### src/rtl/lc3b_mem_arbiter_pkg.sv
// ============================================================================
// Module : lc3b_mem_arbiter_pkg
// Brief  : Shared types for the LC-3b instruction/data memory-port arbiter.
// Rev    : 1.0 - initial release
// ============================================================================
`default_nettype none

package lc3b_mem_arbiter_pkg;

  typedef enum logic [1:0] {
    arb_idle    = 2'd0,
    arb_grant_i = 2'd1,
    arb_grant_d = 2'd2
  } lc3b_arb_state;

  typedef enum logic {
    arb_inst = 1'b0,
    arb_data = 1'b1
  } lc3b_arb_port;

  localparam logic [1:0] c_full_word_mask = 2'b11;

endpackage

`default_nettype wire

### src/rtl/lc3b_arb_watchdog.sv
// ============================================================================
// Module : lc3b_arb_watchdog
// Brief  : Saturating wait counter with a sticky timeout flag; 0 disables it.
// Rev    : 1.0 - initial release
// ============================================================================
`default_nettype none

module lc3b_arb_watchdog #(
  parameter int unsigned TIMEOUT_CYCLES = 255
) (
  input  logic clk,
  input  logic reset,
  input  logic i_clear,
  input  logic i_enable,
  output logic o_timeout
);

  localparam int CW = (TIMEOUT_CYCLES < 2) ? 1 : $clog2(TIMEOUT_CYCLES + 1);
  localparam logic [CW-1:0] c_limit   = CW'(TIMEOUT_CYCLES);
  localparam logic          c_enabled = (TIMEOUT_CYCLES != 0);

  logic [CW-1:0] r_count;
  logic [CW-1:0] w_count_next;
  logic          r_flag;

  // Counter parks at the limit instead of wrapping back to zero.
  always_comb begin
    w_count_next = r_count;
    if (i_clear)
      w_count_next = '0;
    else if (c_enabled && i_enable && (r_count != c_limit))
      w_count_next = r_count + 1'b1;
  end

  always_ff @(posedge clk) begin
    if (reset) begin
      r_count <= '0;
      r_flag  <= 1'b0;
    end else begin
      r_count <= w_count_next;
      r_flag  <= r_flag | (c_enabled && (w_count_next == c_limit));
    end
  end

  assign o_timeout = r_flag;

endmodule

`default_nettype wire

### src/rtl/lc3b_mem_arbiter.sv
// ============================================================================
// Module : lc3b_mem_arbiter
// Brief  : Shares one LC-3b memory port between instruction fetch and data
//          accesses. Optional macro ARB_ROUND_ROBIN_EN selects round-robin
//          on contention; otherwise data has fixed priority.
// Rev    : 1.0 - initial release
// ============================================================================
`default_nettype none

module lc3b_mem_arbiter
  import lc3b_mem_arbiter_pkg::*;
#(
  parameter int unsigned TIMEOUT_CYCLES = 255
) (
  input  logic        clk,
  input  logic        reset,
  input  logic        i_read,
  input  logic [15:0] i_address,
  output logic [15:0] i_rdata,
  output logic        i_resp,
  input  logic        d_read,
  input  logic        d_write,
  input  logic [1:0]  d_byte_enable,
  input  logic [15:0] d_address,
  input  logic [15:0] d_wdata,
  output logic [15:0] d_rdata,
  output logic        d_resp,
  output logic        mem_read,
  output logic        mem_write,
  output logic [1:0]  mem_byte_enable,
  output logic [15:0] mem_address,
  output logic [15:0] mem_wdata,
  input  logic [15:0] mem_rdata,
  input  logic        mem_resp,
  output logic        arb_timeout
);

  lc3b_arb_state r_state;
  lc3b_arb_state w_state_next;
  lc3b_arb_state w_contend_state;
  lc3b_arb_port  r_last_grant;

  logic w_i_req;
  logic w_d_req;
  logic w_granted;

  assign w_i_req   = i_read;
  assign w_d_req   = d_read | d_write;
  assign w_granted = (r_state != arb_idle);

`ifdef ARB_ROUND_ROBIN_EN
  assign w_contend_state = (r_last_grant == arb_inst) ? arb_grant_d : arb_grant_i;
`else
  // Grant history is still tracked so it is observable, but data always wins.
  assign w_contend_state = (r_last_grant == arb_inst) ? arb_grant_d : arb_grant_d;
`endif

  always_ff @(posedge clk) begin
    if (reset) begin
      r_state      <= arb_idle;
      r_last_grant <= arb_inst;
    end else begin
      r_state <= w_state_next;
      if ((r_state == arb_idle) && (w_state_next != arb_idle))
        r_last_grant <= (w_state_next == arb_grant_d) ? arb_data : arb_inst;
    end
  end

  // A response or a withdrawn request both end the grant.
  always_comb begin
    w_state_next = r_state;
    unique case (r_state)
      arb_idle: begin
        if (w_i_req && w_d_req) w_state_next = w_contend_state;
        else if (w_d_req)       w_state_next = arb_grant_d;
        else if (w_i_req)       w_state_next = arb_grant_i;
      end
      arb_grant_i: if (mem_resp || !w_i_req) w_state_next = arb_idle;
      arb_grant_d: if (mem_resp || !w_d_req) w_state_next = arb_idle;
      default:     w_state_next = arb_idle;
    endcase
  end

  always_comb begin
    mem_read        = 1'b0;
    mem_write       = 1'b0;
    mem_byte_enable = 2'b00;
    mem_address     = 16'h0000;
    mem_wdata       = 16'h0000;
    unique case (r_state)
      arb_grant_i: begin
        mem_read        = 1'b1;
        mem_byte_enable = c_full_word_mask;
        mem_address     = i_address;
      end
      arb_grant_d: begin
        mem_read        = d_read & ~d_write;
        mem_write       = d_write;
        mem_byte_enable = d_byte_enable;
        mem_address     = d_address;
        mem_wdata       = d_wdata;
      end
      default: ;
    endcase
  end

  assign i_resp  = (r_state == arb_grant_i) & mem_resp;
  assign d_resp  = (r_state == arb_grant_d) & mem_resp;
  assign i_rdata = w_granted ? mem_rdata : 16'h0000;
  assign d_rdata = w_granted ? mem_rdata : 16'h0000;

  lc3b_arb_watchdog #(
    .TIMEOUT_CYCLES(TIMEOUT_CYCLES)
  ) u_watchdog (
    .clk      (clk),
    .reset    (reset),
    .i_clear  (r_state == arb_idle),
    .i_enable (w_granted & ~mem_resp),
    .o_timeout(arb_timeout)
  );

endmodule

`default_nettype wire

### config.mk
export PLATFORM = sky130hd
export DESIGN_NAME = lc3b_mem_arbiter
export DESIGN_NICKNAME = d
export VERILOG_FILES = /design/src/rtl/lc3b_mem_arbiter_pkg.sv /design/src/rtl/lc3b_arb_watchdog.sv /design/src/rtl/lc3b_mem_arbiter.sv
export SDC_FILE = /design/constraint.sdc
export NUM_CORES = 1
export LEC_CHECK = 0
export CAP_MARGIN = 30
export CORE_MARGIN = 2
export CORE_UTILIZATION = 29
export DETAILED_ROUTE_END_ITERATION = 8
export GPL_ROUTABILITY_DRIVEN = 0
export PLACE_DENSITY = 0.87
export SYNTH_ARGS = -nofsm -noshare
export SYNTH_HDL_FRONTEND = slang
export SYNTH_SLANG_ARGS = --single-unit
### constraint.sdc
create_clock -name clk -period 1.8 [get_ports clk]
set_input_delay 0.36 -clock clk [delete_from_list [all_inputs] [get_ports clk]]
set_output_delay 0.36 -clock clk [all_outputs]
set_load 0.02 [all_outputs]
* Yosys cells after proc, flatten, opt, wreduce, memory -nomap -nowiden
Cells that the tools add are included.
Word-level totals: memory bits (writable) 0, output and inout bits 71, logic and storage cells 42, register bits 11, memory bits (read-only) 0, input bits 72, memories 0, latch bits 0
Operators by class: reduce and logical (&&, ||, !) cells 9, bitwise operators 8, shift operators 0, multiply operators 0, divide/modulo/power cells 0, order comparisons 0, eq/ne operators 7, mux-type cells 14, add/sub/neg operators 1
Operator list (count):
- 2-to-1 mux 16 bit | 2
- one-hot mux 16 bit (2 select lines) | 1
- 2-to-1 mux 8 bit | 2
- 2-to-1 mux 2 bit | 5
- adder 8 x 1 -> 8 bit, second input constant | 1
- == test 8 bit, second input constant | 1
- inequality test 8 bit, second input constant | 1
- one-hot mux 2 bit (3 select lines) | 1
- bitwise AND 1 bit | 4
- inequality test 2 bit, second input constant | 2
- inequality test 4 bit, second input constant | 1
- one-hot mux 2 bit (2 select lines) | 1
- AND reduction 3 bit | 1
- == test 2 x 1 -> 1 bit, second input constant | 1
- == test 2 bit, second input constant | 1
- logical AND 1 bit | 2
- zero test 1 bit | 2
- zero test 2 bit | 1
- logical OR 1 bit | 2
- NOT 1 bit | 2
- bitwise OR 1 bit | 2
- one-hot mux 1 bit (2 select lines) | 1
- nonzero test 2 bit | 1
- 2-to-1 mux 1 bit | 1

* Longest topological paths before layout
word-level depth 7, mapped depth 7, mapped depth without buffers 6

* Modules after synthesis
Synthesis repeated with hierarchy kept, for this count alone.
Unflattened totals: cells, all modules 173, area, all modules 1326.3 µm²
By module, submodules not included:
- lc3b_mem_arbiter | instances 1, area each 847.1 µm², cells an instance 119, sequential area each 40.0 µm²
- lc3b_arb_watchdog | instances 1, area each 479.2 µm², cells an instance 54, sequential area each 180.2 µm²

* Worst setup path after synthesis
Ideal clock, no wire load.
path kind reg-to-output, from reg r_state[0], to out i_rdata[10], required time 1.440 ns, buffers on the path 3, setup slack -0.139 ns, stages on the path, launching flop included 7, data arrival time 1.579 ns, cells stage by stage dfxtp_1 -> inv_1 -> ha_1 -> clkbuf_1 -> clkbuf_1 -> nor2b_1 -> buf_4
On the way: word-level cells in the longest chain between the ends 2
RTL lines:
- start: declaration | RTL line lc3b_mem_arbiter.sv:38 | lc3b_arb_state r_state;
- start signal: assignment | RTL line lc3b_mem_arbiter.sv:60 | r_state <= arb_idle;
- start signal: assignment | RTL line lc3b_mem_arbiter.sv:63 | r_state <= w_state_next;
- nonzero test 2 bit | RTL line lc3b_mem_arbiter.sv:49 | assign w_granted = (r_state != arb_idle);
- 2-to-1 mux 16 bit
- end: declaration | RTL line lc3b_mem_arbiter.sv:19 | output logic [15:0] i_rdata,
No other way between the ends.

* Worst setup path after layout
from reg r_state[0], to out mem_address[10]
On the way: word-level cells in the longest chain between the ends 2, elaborated cells between the ends (all ways) 3, classes of those cells eq/ne (2); mux (1)
RTL lines:
- == test 2 bit or == test 2 x 1 -> 1 bit (tied branches) | RTL line lc3b_mem_arbiter.sv:90 | unique case (r_state)
- one-hot mux 16 bit (2 select lines) (*) | RTL line lc3b_mem_arbiter.sv:90
- end: declaration | RTL line lc3b_mem_arbiter.sv:31 | output logic [15:0] mem_address,
Every way passes the cells marked *; elsewhere a longest branch is shown, timed or not.

==> results.md <==
- The number of max-slew violations in the final report is 0.
- The number of vias after detailed routing is 1,855.
- The number of synthesis warnings is 0.
- The clock tree from TritonCTS is built.
- The clock latency at the later pin of the worst-skew pair is 240 ps.
- The floorplan step defined a die boundary enclosing 5110 sq um.
- The clock edge transition at the registers on the reported setup and hold paths is 50 ps.
- The cell chosen for the clock root is sky130_fd_sc_hd__clkbuf_8.
- In this run the tightest slew margin relative to its limit is 0.770.
- The initial DRC count is 52.
- Dividing the detail-routed via count by the number of cells gives 5.01.
- STA classifies the critical path startpoint as a flip-flop.
- The number of iterations in the first detailed-routing pass is 7.
- The via count of the first global-routing pass is 1,909.
- Final hold analysis gives a worst-case slack of 521 ps.
- The aggregate global routing overflow is 0.
- The number of clock buffers inserted by TritonCTS is 3.
- The vertical die dimension is 71.5 microns.
- The synthesis-to-layout area growth is 119%.
- The count of different cell masters after synthesis is 42.
- At the pin with the least slew margin, the transition time is 342 ps.
- The max-capacitance violation count is 0.
- The synthesized area per cell is 7.42 sq um.
- The cell area power density is 499 nW/um^2.
- In the final layout, the share of cells above drive strength 1 is 0.459.
- The number of flops mapped to enable cells by yosys is 0.
- The data arrival time of the critical path is 1470 ps.
- After detailed placement, the total cell area comes to 2870 sq um.
- The number of routed nets with antenna violations is 0.
- The initial antenna violation count came to 0.
- For this run, the top clock speed supported by timing is 0.547 GHz.
- During placement, the flow inserted port buffers numbering 142.
- The wire length of the first global-routing pass is 9.25 mm.
- The synthesized net count is 254.
- The floorplan has 24 rows.
- After routing the design area is 2890 sq um.
- Entering global routing, the biggest net connects 18 pins.
- In the post-synthesis netlist, the cell with the most instances is sky130_fd_sc_hd__nor2b_1.
- The count of clock tree sinks is 11.
- The area of the core is 4380 sq um.
- The per-cell routed wire length is 16.0 microns.
- For the worst setup path, the data required time is 1440 ps.
- The routed metal-1 wire length is 2.16 mm.
- Sorting the synthesized cells by area gives the leading types as sky130_fd_sc_hd__dfxtp_1 17%, sky130_fd_sc_hd__nor2b_1 17%, sky130_fd_sc_hd__a22oi_1 9.1%.
- In the synthesized netlist the dominant register cell turns out to be sky130_fd_sc_hd__dfxtp_1.
- The worst hold path belongs to the class flip-flop to flip-flop.
- After routing, the total negative slack on setup checks comes to -27.9 ps.
- The final layout contains 395 nets.
- For this configuration, the core starts out at a cell density of 0.301.
- The leakage dissipation is 1.21 nW.
- The detailed router used layers up to and including met4.
- In this run, synthesis produced a sequential element count of 11.
- The worst setup path is captured at an output pin.
- Measured in cells, the most critical reg-to-reg path has a length of 7.
- The synthesized instance count is 178.
- In this run the deepest clock path goes through 2 buffers.
- The share of the Yosys chip area taken by registers is 0.167.
- The die boundary width is 71.5 microns.
- The wire-length estimate of the detail-placed layout is 4.46 mm.
- Wire segments on met2 add up to 3.14 mm in the final route.
- The setup skew after layout is 2.20 ps.
- In the detailed route, the total length drawn on met3 is 501 microns.
- The total inserted antenna cells is 0.
- The post-route clock period utilization is 1.02.
- The start-to-end type of the worst setup path is flip-flop to output pin.
- The flow ran to the end, but the final reports show violations.
- The peak supply drop is 0.352 mV.
- Across every metal layer, demand over resource in global routing totals 0.224.
- The leading area contributor after synthesis is sky130_fd_sc_hd__dfxtp_1.
- The top-area cell type share of the netlist area is 0.167.
- Setup repair after global routing could not meet its margin everywhere.
- The hold-fix buffer count after cts is 0.
- The proportion of register bits with asynchronous set or reset after synthesis is 0.
- The number of failing setup endpoints in the final timing report is 1.
- Measured on the finished design, the core utilization comes to 0.659.
- The synthesized netlist occupies a cell area of 1320 sq um.
- The time the final worst path needs with I/O delays and setup is 1830 ps.
- The layout has 370 filler cells.
- In the synthesized netlist, the cells that appear most often are 35 x sky130_fd_sc_hd__nor2b_1, 17 x sky130_fd_sc_hd__and2_1, 16 x sky130_fd_sc_hd__a22oi_1, 16 x sky130_fd_sc_hd__buf_4, 11 x sky130_fd_sc_hd__dfxtp_1.
- The depth of the worst hold-timing path is 1.
- During I/O placement, the number of pins put on the boundary was 143.
- The routed wire length is 5.93 mm.
- In this run the number of H-tree levels came out at 1.
- The final routed DRC violation total is 0.
- Of all nets on the critical path, the largest fanout is 9.
- The worst setup margin is -27.9 ps.
- The checks that failed: setup timing.
- The final count of hold timing violations is 0.
cells in the final DEF (no fill, tap or decap), types with 2 or more instances in the layout:
cell                               n
sky130_fd_sc_hd__clkdlybuf4s15_2  10
sky130_fd_sc_hd__nor3_1            4
sky130_fd_sc_hd__a22oi_2          12
sky130_fd_sc_hd__buf_6             3
sky130_fd_sc_hd__inv_2             2
sky130_fd_sc_hd__dfxtp_1           9
sky130_fd_sc_hd__inv_1             3
sky130_fd_sc_hd__nor2b_2          18
sky130_fd_sc_hd__and2_2            2
sky130_fd_sc_hd__clkbuf_16         2
sky130_fd_sc_hd__nand2_1           6
sky130_fd_sc_hd__buf_2            41
sky130_fd_sc_hd__nand3b_1          2
sky130_fd_sc_hd__buf_12            4
sky130_fd_sc_hd__o21ai_0           3
sky130_fd_sc_hd__clkbuf_8          3
sky130_fd_sc_hd__nor2b_1          16
sky130_fd_sc_hd__a21oi_1           8
sky130_fd_sc_hd__nor2_1            9
sky130_fd_sc_hd__a21oi_2           2
sky130_fd_sc_hd__and2_1           17
sky130_fd_sc_hd__and4_1            2
sky130_fd_sc_hd__buf_4            31
sky130_fd_sc_hd__nand4_1           2
sky130_fd_sc_hd__a22oi_1           4
sky130_fd_sc_hd__ha_4              3
sky130_fd_sc_hd__clkdlybuf4s50_1  72
cell type report:
type | instances | area, sq um | share of cell area
multi-input combinational | 134 | 1070 | 0.371
sequential | 11 | 225 | 0.0779
timing repair buffer | 164 | 1460 | 0.506
clock buffer | 4 | 45.0 | 0.0156
tap | 52 | 65.1 | 0.0225
inverter | 5 | 18.8 | 0.00649
per-layer routing:
| metal | vias up | GRT usage |
|---|---|---|
| li1 | 882 | - |
| met1 | 841 | 0.244 |
| met2 | 120 | 0.433 |
| met3 | 12 | 0.0534 |
| met4 | 0 | 0.0503 |
| met5 | - | 0 |
what timing repair did:
action	in CTS	in global routing
pin swaps	0	7
endpoints found under the setup margin	71	50
endpoints found under the hold margin	0	0
gates resized for setup	290	30
gates cloned	1	2
buffers inserted	0	1
logic make-up (layout without fill, tap and decap cells):
kind of cell,after synthesis,after routing,synth area share
adder cells (fa/ha/maj),4,4,0.0379
buffers and inverters,33,173,0.147
XOR/XNOR,2,2,0.0133
AO/OA/AOI/OAI,41,41,0.228
AND/OR/NAND/NOR,86,86,0.399
flip-flops,11,11,0.167
multiplexers,1,1,0.00758
report_power, final:
| part | internal, W | switching (W) | total, W |
|---|---|---|---|
| Combinational | 0.000488 | 0.000441 | 0.000929 |
| Clock | 0.000156 | 0.0000989 | 0.000255 |
| Sequential | 0.000251 | 0.00000756 | 0.000259 |
| Total | 0.000895 | 0.000548 | 0.00144 |
worst max-delay path, stage by stage (launching register included):
cell and delay (ps):
sky130_fd_sc_hd__dfxtp_2 320, sky130_fd_sc_hd__buf_4 140, sky130_fd_sc_hd__ha_4 180, sky130_fd_sc_hd__buf_12 140, sky130_fd_sc_hd__a22oi_1 180, sky130_fd_sc_hd__nor2b_1 80
sky130_fd_sc_hd__buf_2 170
registers in the layout, summed over array words and instances, names as in the netlist:
| name | count |
|---|---|
| r_state | 2 |
| u_watchdog.r_count | 8 |
| u_watchdog.o_timeout | 1 |
path summary, 6_finish.rpt:
| check | start | end | slack, ps |
|---|---|---|---|
| worst max-delay path | r_state[0] | mem_address[10] | -30 |
| worst min-delay path | u_watchdog.o_timeout | u_watchdog.o_timeout | 520 |
| worst max register to register | r_state[1] | u_watchdog.o_timeout | 90 |
| worst min register to register | u_watchdog.o_timeout | u_watchdog.o_timeout | 520 |
per-stage QoR:
step / worst slack, ps / total power, W / instances
floorplan: -48.7 / 0.000714 / 178
global placement: -250 / 0.00117 / 362
detailed placement: -248 / 0.00119 / 362
CTS: -90.1 / 0.00138 / 367
global route: -41.5 / 0.00151 / 370
finish: -27.9 / 0.00144 / 370
Power figures use the tool's default switching activity.
